<file path="src/rtl/lenet_pkg.sv">
`default_nettype none
// ============================================================================
// Module   : lenet_pkg
// Purpose  : Shared types and constants for the LeNet layer sequencer.
// Revision : 1.0 - initial release
// ============================================================================
package lenet_pkg;

    typedef enum logic [1:0] {
        ST_IDLE = 2'd0,
        ST_RST  = 2'd1,
        ST_EN   = 2'd2,
        ST_FIN  = 2'd3
    } seq_state_t;

    localparam int L_CONV1 = 0;
    localparam int L_POOL1 = 1;
    localparam int L_CONV2 = 2;
    localparam int L_POOL2 = 3;
    localparam int L_FC    = 4;

    localparam int c_n_layers = 5;
    localparam int c_rst_cyc  = 2;

endpackage
`default_nettype wire

</file>
<file path="src/rtl/lenet_wdt_cnt.sv">
`default_nettype none
// ============================================================================
// Module   : lenet_wdt_cnt
// Purpose  : Per-layer watchdog counter; flags a layer stuck in its enable phase.
// Revision : 1.0 - initial release
// ============================================================================
module lenet_wdt_cnt #(
    parameter int          WDT_W     = 16,
    parameter int unsigned WDT_LIMIT = 16'hFFFF
) (
    input  logic clk,
    input  logic rst_n,
    input  logic clr,
    input  logic en,
    output logic expired
);

    logic [WDT_W-1:0] r_cnt;

    always_ff @(posedge clk or negedge rst_n) begin
        if (!rst_n) begin
            r_cnt <= '0;
        end else if (clr) begin
            r_cnt <= '0;
        end else if (en) begin
            r_cnt <= r_cnt + 1'b1;
        end
    end

    // Fires during the WDT_LIMIT-th enabled cycle.
    assign expired = en && !clr && (r_cnt == WDT_W'(WDT_LIMIT - 1));

endmodule
`default_nettype wire

</file>
<file path="src/rtl/lenet_layer_seq.sv">
`default_nettype none
// ============================================================================
// Module   : lenet_layer_seq
// Purpose  : Runs the LeNet layer engines once per frame, strictly in order.
//            Optional watchdog enabled by macro LAYER_SEQ_WDT_EN.
// Revision : 1.0 - initial release
// ============================================================================
module lenet_layer_seq
    import lenet_pkg::*;
#(
    parameter int          N_LAYERS  = c_n_layers,
    parameter int          RST_CYC   = c_rst_cyc,
    parameter int          WDT_W     = 16,
    parameter int unsigned WDT_LIMIT = 16'hFFFF
) (
    input  logic                clk,
    input  logic                rst_n,
    input  logic                start,
    input  logic                abort,
    output logic [N_LAYERS-1:0] layer_rst,
    output logic [N_LAYERS-1:0] layer_en,
    input  logic [N_LAYERS-1:0] layer_fin,
    output logic                busy,
    output logic                done,
    output logic [2:0]          cur_layer,
    output logic [15:0]         frame_cnt,
    output logic                wdt_err
);

    localparam int                  c_rcw  = (RST_CYC > 1) ? $clog2(RST_CYC) : 1;
    localparam logic [N_LAYERS-1:0] c_one  = {{(N_LAYERS-1){1'b0}}, 1'b1};
    localparam logic [2:0]          c_last = 3'(N_LAYERS - 1);

    seq_state_t       r_state;
    logic [c_rcw-1:0] r_rst_cnt;
    logic             w_wdt_exp;

`ifdef LAYER_SEQ_WDT_EN
    lenet_wdt_cnt #(
        .WDT_W     (WDT_W),
        .WDT_LIMIT (WDT_LIMIT)
    ) u_wdt (
        .clk     (clk),
        .rst_n   (rst_n),
        .clr     (r_state != ST_EN),
        .en      (r_state == ST_EN),
        .expired (w_wdt_exp)
    );
`else
    // Watchdog not built: the expression is constant false.
    assign w_wdt_exp = (WDT_W == 0) && (WDT_LIMIT == 0);
`endif

    always_ff @(posedge clk or negedge rst_n) begin
        if (!rst_n) begin
            r_state   <= ST_IDLE;
            r_rst_cnt <= '0;
            layer_rst <= '0;
            layer_en  <= '0;
            busy      <= 1'b0;
            done      <= 1'b0;
            cur_layer <= '0;
            frame_cnt <= '0;
            wdt_err   <= 1'b0;
        end else begin
            done <= 1'b0;
            case (r_state)
                ST_IDLE: begin
                    layer_rst <= '0;
                    layer_en  <= '0;
                    if (start) begin
                        r_state   <= ST_RST;
                        r_rst_cnt <= '0;
                        cur_layer <= '0;
                        layer_rst <= c_one;
                        busy      <= 1'b1;
                        wdt_err   <= 1'b0;
                    end
                end
                ST_RST: begin
                    // Finish flag is stale here; only the cycle count matters.
                    if (r_rst_cnt == c_rcw'(RST_CYC - 1)) begin
                        layer_rst <= '0;
                        layer_en  <= c_one << cur_layer;
                        r_state   <= ST_EN;
                    end else begin
                        r_rst_cnt <= r_rst_cnt + 1'b1;
                    end
                end
                ST_EN: begin
                    if (layer_fin[cur_layer]) begin
                        layer_en <= '0;
                        if (cur_layer == c_last) begin
                            r_state <= ST_FIN;
                        end else begin
                            cur_layer <= cur_layer + 3'd1;
                            layer_rst <= c_one << (cur_layer + 3'd1);
                            r_rst_cnt <= '0;
                            r_state   <= ST_RST;
                        end
                    end else if (w_wdt_exp) begin
                        layer_en  <= '0;
                        layer_rst <= c_one << cur_layer;
                        wdt_err   <= 1'b1;
                        busy      <= 1'b0;
                        r_state   <= ST_IDLE;
                    end
                end
                ST_FIN: begin
                    done      <= 1'b1;
                    frame_cnt <= frame_cnt + 16'd1;
                    busy      <= 1'b0;
                    r_state   <= ST_IDLE;
                end
                default: r_state <= ST_IDLE;
            endcase

            // Abort overrides whatever the state decided, including FIN.
            if (abort && (r_state != ST_IDLE)) begin
                r_state   <= ST_IDLE;
                layer_en  <= '0;
                layer_rst <= '1;
                busy      <= 1'b0;
                done      <= 1'b0;
                frame_cnt <= frame_cnt;
            end
        end
    end

endmodule
`default_nettype wire

</file>
<file path="config.mk">
export PLATFORM = sky130hd
export DESIGN_NAME = lenet_layer_seq
export DESIGN_NICKNAME = d
export VERILOG_FILES = /design/src/rtl/lenet_pkg.sv /design/src/rtl/lenet_wdt_cnt.sv /design/src/rtl/lenet_layer_seq.sv
export SDC_FILE = /design/constraint.sdc
export NUM_CORES = 1
export LEC_CHECK = 0
export BUFFER_PORTS_ARGS = -buffer_cell sky130_fd_sc_hd__buf_2
export CORE_AREA = 3 3 54 81
export CTS_CLUSTER_DIAMETER = 50
export DETAILED_ROUTE_END_ITERATION = 12
export DIE_AREA = 0 0 57 84
export PLACE_DENSITY = 0.81
export SYNTH_ARGS = -nofsm -noshare
export SYNTH_HDL_FRONTEND = slang
export SYNTH_HIERARCHICAL = 1
export SYNTH_SLANG_ARGS = --single-unit
</file>
<file path="constraint.sdc">
create_clock -name clk -period 3.95 [get_ports clk]
set_clock_uncertainty 0.1 [all_clocks]
set_input_delay 0.79 -clock clk [delete_from_list [all_inputs] [get_ports clk]]
set_output_delay 0.79 -clock clk [all_outputs]
set_load 0.02 [all_outputs]
</file>
---- Yosys cells after proc, flatten, opt, wreduce, memory -nomap -nowiden ----
Index checks and enable logic that the tools add are counted.
word-level totals
  bits in registers ....................... 34
  bits of input ports ..................... 9
  logic and storage cells ................. 72
cells by class
  $add $sub $neg .......................... 3
  $lt $le $gt $ge ......................... 1
  equal/unequal tests ..................... 11
  shift operators ......................... 2
  muxes and demuxes ....................... 32
  bitwise logic cells ..................... 1
  reduce and logical (&&, ||, !) cells .... 14
operators with widths
  operator                                                                       count
  5-bit two-way mux                                                              7
  5-bit one-hot mux with 3 select lines                                          2
  16-bit by 1-bit adder with 16-bit output (second input constant)               1
  3-bit inequality test (second input constant)                                  4
  4-bit AND reduction                                                            3
  1-bit two-way mux                                                              10
  2-bit two-way mux                                                              5
  1-bit by 3-bit left shift with 5-bit output (first input constant)             2
  3-bit two-way mux                                                              3
  2-bit one-hot mux with 4 select lines                                          1
  2-bit inequality test (second input constant)                                  3
  3-bit one-hot mux with 2 select lines                                          1
  3-bit AND reduction                                                            2
  3-bit nonzero test                                                             2
  2-bit equality test (second input constant)                                    2
  3-bit by 4-bit less-than comparator with 1-bit output (second input constant)  1
  2-bit AND reduction                                                            2
  2-bit nonzero test                                                             2
  4-bit nonzero test                                                             1
  3-bit by 1-bit adder with 3-bit output (second input constant)                 1
  1-bit binary-select mux with 3-bit select                                      1
  3-bit equality test (second input constant)                                    1
  1-bit one-hot mux with 3 select lines                                          1
  2-bit by 1-bit equality test with 1-bit output (second input constant)         1
  5 further kinds                                                                5

---- Logic depth before layout (Yosys ltp) ----
  depth after elaboration ................. 6
  depth in mapped cells ................... 9

---- Worst setup path before layout ----
No wires, ideal clock.
  kind .................................... register to register
  from .................................... reg r_state[0]
  to ...................................... reg layer_rst[0]
  library setup time ...................... 0.128 ns
  arrival ................................. 1.836 ns
  setup slack ............................. 1.886 ns
  cell stages (with the launch flop) ...... 9
  path buffers ............................ 1
  period minus slack after synthesis ...... 2.064 ns
  cells stage by stage .................... dfrtp_1 inv_1 ha_1 clkbuf_1 nor3b_1 o21ai_1 o211ai_2 nor2_4 mux2_1
between the ends
  cells in the longest elaborated chain, start to end .. 4
  elaborated cells on any way between the ends .. 12
  those cells by class .................... eq/ne: 5; mux: 2; reduce/logical: 5
ends and longest elaborated chain
  element                                                                       RTL line                text
  start: declaration                                                            lenet_layer_seq.sv:34   seq_state_t r_state;
  start signal: assignment                                                      lenet_layer_seq.sv:56   r_state <= ST_IDLE;
  start signal: assignment                                                      lenet_layer_seq.sv:72   r_state <= ST_RST;
  start signal: assignment                                                      lenet_layer_seq.sv:85   r_state <= ST_EN;
  2-bit nonzero test                                                            lenet_layer_seq.sv:119  if (abort && (r_state != ST_IDLE)) begin
  1-bit logical AND                                                             lenet_layer_seq.sv:119
  3-bit inequality test (no source line) or 4-bit nonzero test (tied branches)  -
  4-bit AND reduction (no source line)                                          -
  end signal: assignment                                                        lenet_layer_seq.sv:75   layer_rst <= c_one;
  end signal: assignment                                                        lenet_layer_seq.sv:97   layer_rst <= c_one << (cur_layer + 3'd1);
  end signal: assignment                                                        lenet_layer_seq.sv:103  layer_rst <= c_one << cur_layer;
  end: declaration                                                              lenet_layer_seq.sv:20   output logic [N_LAYERS-1:0] layer_rst,
Several ways; a longest one is shown, not always the timed one.
A chain may end at the register's enable or synchronous reset.

---- Worst setup path in the final report ----
Same ends and word-level chain as after synthesis.

==> results.txt <==
----------------------------------------------------
[Status]
  Run status ... completed

[Yosys]
  Sequential cell area fraction in the yosys report ... 0.463
  Ys async rst share ... 1.00
  Synth Instances ... roughly 170
  Synth Area per Inst ... 10.6 um^2
  Number of flops mapped to enable cells by yosys ... 0
  Cell area after synthesis ... 1840 um^2
  Xor and xnor area share after synthesis ... 0.0715
  Fraction of synthesized area in multiplexers ... 0.0511
  Compound-cell area share of the yosys netlist ... 0.0967
  Number of distinct library cells after synthesis ... 41
  Adder-Cell Fraction of Synth Area ... 0.0817
  Dominant combinational cell family by area after synthesis ... simple AND/OR/NAND/NOR gates
  Ys flop type ... dfrtp_1
  Seq cells post-synth ... 34
  Simple-gate area share of the yosys netlist ... 0.203
  Count of synthesis-stage warnings from yosys ... 6
  Mapped Nets ... 194

[Timing]
  Least-Margin Pin Slew ... ~0.74 ns
  Total Neg Setup Slack ... 0 ns
  Tightest hold margin ... approximately 0.38 ns
  Final period utilization ... 0.656
  Number of slew-limit violations in the final report ... 0
  Fmax achieved ... just under 0.4 GHz
  Shortest clock period the worst path allows after layout ... 2.59 ns
  Setup violators final ... 0
  Hold violation count in the final report ... 0
  RSZ-0062 raised after global routing ... no
  Max_slew headroom ... 0.509

[Placement]
  Global placement routability congestion ... 0.850
  IO Port Bufs ... 39
  Half-perimeter wire length after detailed placement ... 2820 um

[Detailed routing]
  Final WL ... ~3700 um
  DRT iter0 DRCs ... 35
  First drt pass iteration count ... 4
  Vias per Instance ... ~5.5
  Post-detailed-route count of antenna-violating nets ... 0
  Routed via count ... 1419
  DRC viols ... 0
  Final routed wire length divided by cell count ... approximately 14 um

[CTS]
  Clock Pin Slew Worst Setup and Hold Paths ... around 0.080 ns
  # hold bufs at CTS ... 0
  Inserted Clock Buffers ... 5
  Buffers from clock root to sink, at most ... 2
  Clock Sink Count ... 34
  CTS tree ... done
  Buffer count from post-CTS setup fixing ... 0
  H-tree level count ... 2
  Worst-skew pair later-pin latency ... 0.29 ns
  Post-cts resize count ... 0
  Root cell of the clock tree ... clkbuf_8

[Setup path]
  Required time at the endpoint of the critical path ... 4.03 ns
  Source of the critical timing path ... r_state[0]$_DFFE_PN0P_
  Delay of the slowest cell on the worst path ... 0.49 ns
  Category of the worst setup path launch point ... flip-flop
  Slowest-stage cell, CP ... o211ai_2
  Cells on worst reg2reg path ... 7
  R2r endpoint ... layer_rst[0]$_DFFE_PN0P_
  Crit path buffers/inverters ... 1
  Origin of the critical flop-to-flop path ... r_state[0]$_DFFE_PN0P_
  Timing endpoint of the critical path ... layer_rst[0]$_DFFE_PN0P_
  Worst-path fanout max ... 12
  Gate family responsible for the most delay along the worst path ... compound AO/OA/AOI/OAI gates
  Type of destination of the critical path ... flip-flop
  Sequence of cells on the critical path ... inv_1 > ha_1 > nand2b_1 > o21ai_1 > o211ai_2 > nor2_4 > mux2_1
  Arrival time at the worst endpoint ... 2.67 ns
  Internal reg-to-reg setup slack ... 1.36 ns
  Crit Path Category ... flip-flop to flip-flop
  Number of cells on the critical path ... 7

[GRT]
  Pin count of the biggest net entering global routing ... 35
  Vias in the first global route ... 1424
  Antenna violations before repair ... 0
  Total congestion overflow ... 0
  GRT Total Usage ... 0.169
  Global-route wire length before repair ... 6360 um

[Floorplan]
  Core Region ... 3720 um^2
  Die area ... 4790 um^2
  Initial Utilization ... 0.495
  IO Pins ... 41
  Number of placement rows ... 27
  Die outline height ... approximately 84 um
  DIE WIDTH ... ~57 um

[Pwr]
  VDD IR-drop max ... about 0.00046 V
  Static leakage ... 0.00110 uW
  Ratio of total power to cell area ... 736 nW/um^2

[Final layout]
  Antenna diode instance count ... 0
  Area Overhead vs Synth ... 19.7%
  Proportion of layout cells with a drive suffix above 1 ... 0.260
  End-of-flow core utilization ... 0.592
  Fill count ... 336
  Total number of nets in the final design ... 235

[Hold path]
  Worst hold-check path type ... flip-flop to flip-flop

[Run]
  Max-Cap Viols ... 0

----------------------------------------------------
## stage by stage
stage               setup WS, ns  cells  area, um^2  power [uW]
floorplan                   1.89    173        1840        1070
global placement            1.46    250        2060        1230
detailed placement          1.35    250        2060        1250
CTS                         1.35    258        2200        1640
global route                1.10    258        2200        1730
finish                      1.36    258        2200        1620
## layout by cell type, fill, tap and decap left out, drive strengths merged, types with 3 or more instances in the layout
cell,Yosys,layout
inv,9,9
nand3,7,7
xor2,6,6
dfrtp,34,34
xnor2,9,9
mux2i,6,6
nand2,19,19
ha,12,12
nor3,4,4
clkbuf,3,5
nor4,4,4
a2bb2oi,4,4
nand2b,5,5
o21ai,8,8
and3,4,4
buf,2,39
nor2,8,8
nand4,6,6
mux2,3,3
## synthesized netlist by cell type, types with 4 or more instances
cell	number	area share
o21ai_1	7	0.019
nand3_1	7	0.019
dfrtp_1	34	0.46
mux2i_1	6	0.033
nand2_1	19	0.039
nand4_1	6	0.020
xnor2_1	9	0.043
and3_1	4	0.014
a2bb2oi_1	4	0.019
ha_1	12	0.082
inv_1	9	0.018
nor2_1	6	0.012
xor2_1	6	0.029
nand2b_1	5	0.017
## report_power, final
group	switching, uW	internal [uW]	total [uW]
logic	420	290	711
registers	88.4	439	528
clock network	129	253	382
## sequential cells by signal (all words and copies together) (netlist names)
| signal | cells |
|---|---|
| busy | 1 |
| layer_rst | 5 |
| done | 1 |
| layer_en | 5 |
| cur_layer | 3 |
| r_state | 2 |
| frame_cnt | 16 |
| r_rst_cnt | 1 |
## layer usage
metal | track usage | routed length (um)
met1 | 0.185 | 1520
met4 | 0.0823 | 112
met3 | 0.0449 | 161
met5 | 0 | 0
met2 | 0.291 | 1940
## area by class of cell
cell class | count | area, um^2 | share of cell area
inverter | 9 | 33.8 | 0.0153
clock inverter | 3 | 68.8 | 0.0313
multi-input combinational | 125 | 930 | 0.422
timing repair buffer | 39 | 195 | 0.0887
tap | 43 | 53.8 | 0.0244
sequential | 34 | 851 | 0.387
clock buffer | 5 | 68.8 | 0.0313
## worst register-to-register path: stages, from the launching register on
cell and delay, ns:
dfrtp_1 0.44, inv_1 0.16, ha_1 0.40, nand2b_1 0.31
o21ai_1 0.15, o211ai_2 0.49, nor2_4 0.11, mux2_1 0.33
## cell families (layout without fill, tap and decap cells)
| group | count (synthesis) | after routing |
|---|---|---|
| other | 1 | 1 |
| buffers and inverters | 14 | 56 |
| adders and majority gates | 12 | 12 |
| AOI/OAI and AO/OA | 22 | 22 |
| and+or+nand+nor | 66 | 66 |
| xor gates and xnor gates | 15 | 15 |
| muxes | 9 | 9 |
| DFF | 34 | 34 |
## worst min path at each step
stage	startpoint	endpoint	slack (ns)	depth (start not counted)
finish	layer_en[1]$_DFFE_PN0P_	layer_en[1]$_DFFE_PN0P_	0.38	2
CTS	layer_en[0]$_DFFE_PN0P_	layer_en[0]$_DFFE_PN0P_	0.39	2
detailed placement	layer_en[0]$_DFFE_PN0P_	layer_en[0]$_DFFE_PN0P_	0.37	2
global placement	frame_cnt[15]$_DFFE_PN0P_	frame_cnt[15]$_DFFE_PN0P_	0.36	1
global route	layer_en[3]$_DFFE_PN0P_	layer_en[3]$_DFFE_PN0P_	0.41	2
floorplan	r_rst_cnt$_DFFE_PN0P_	r_rst_cnt$_DFFE_PN0P_	0.37	1
Power figures use the tool's default switching activity.
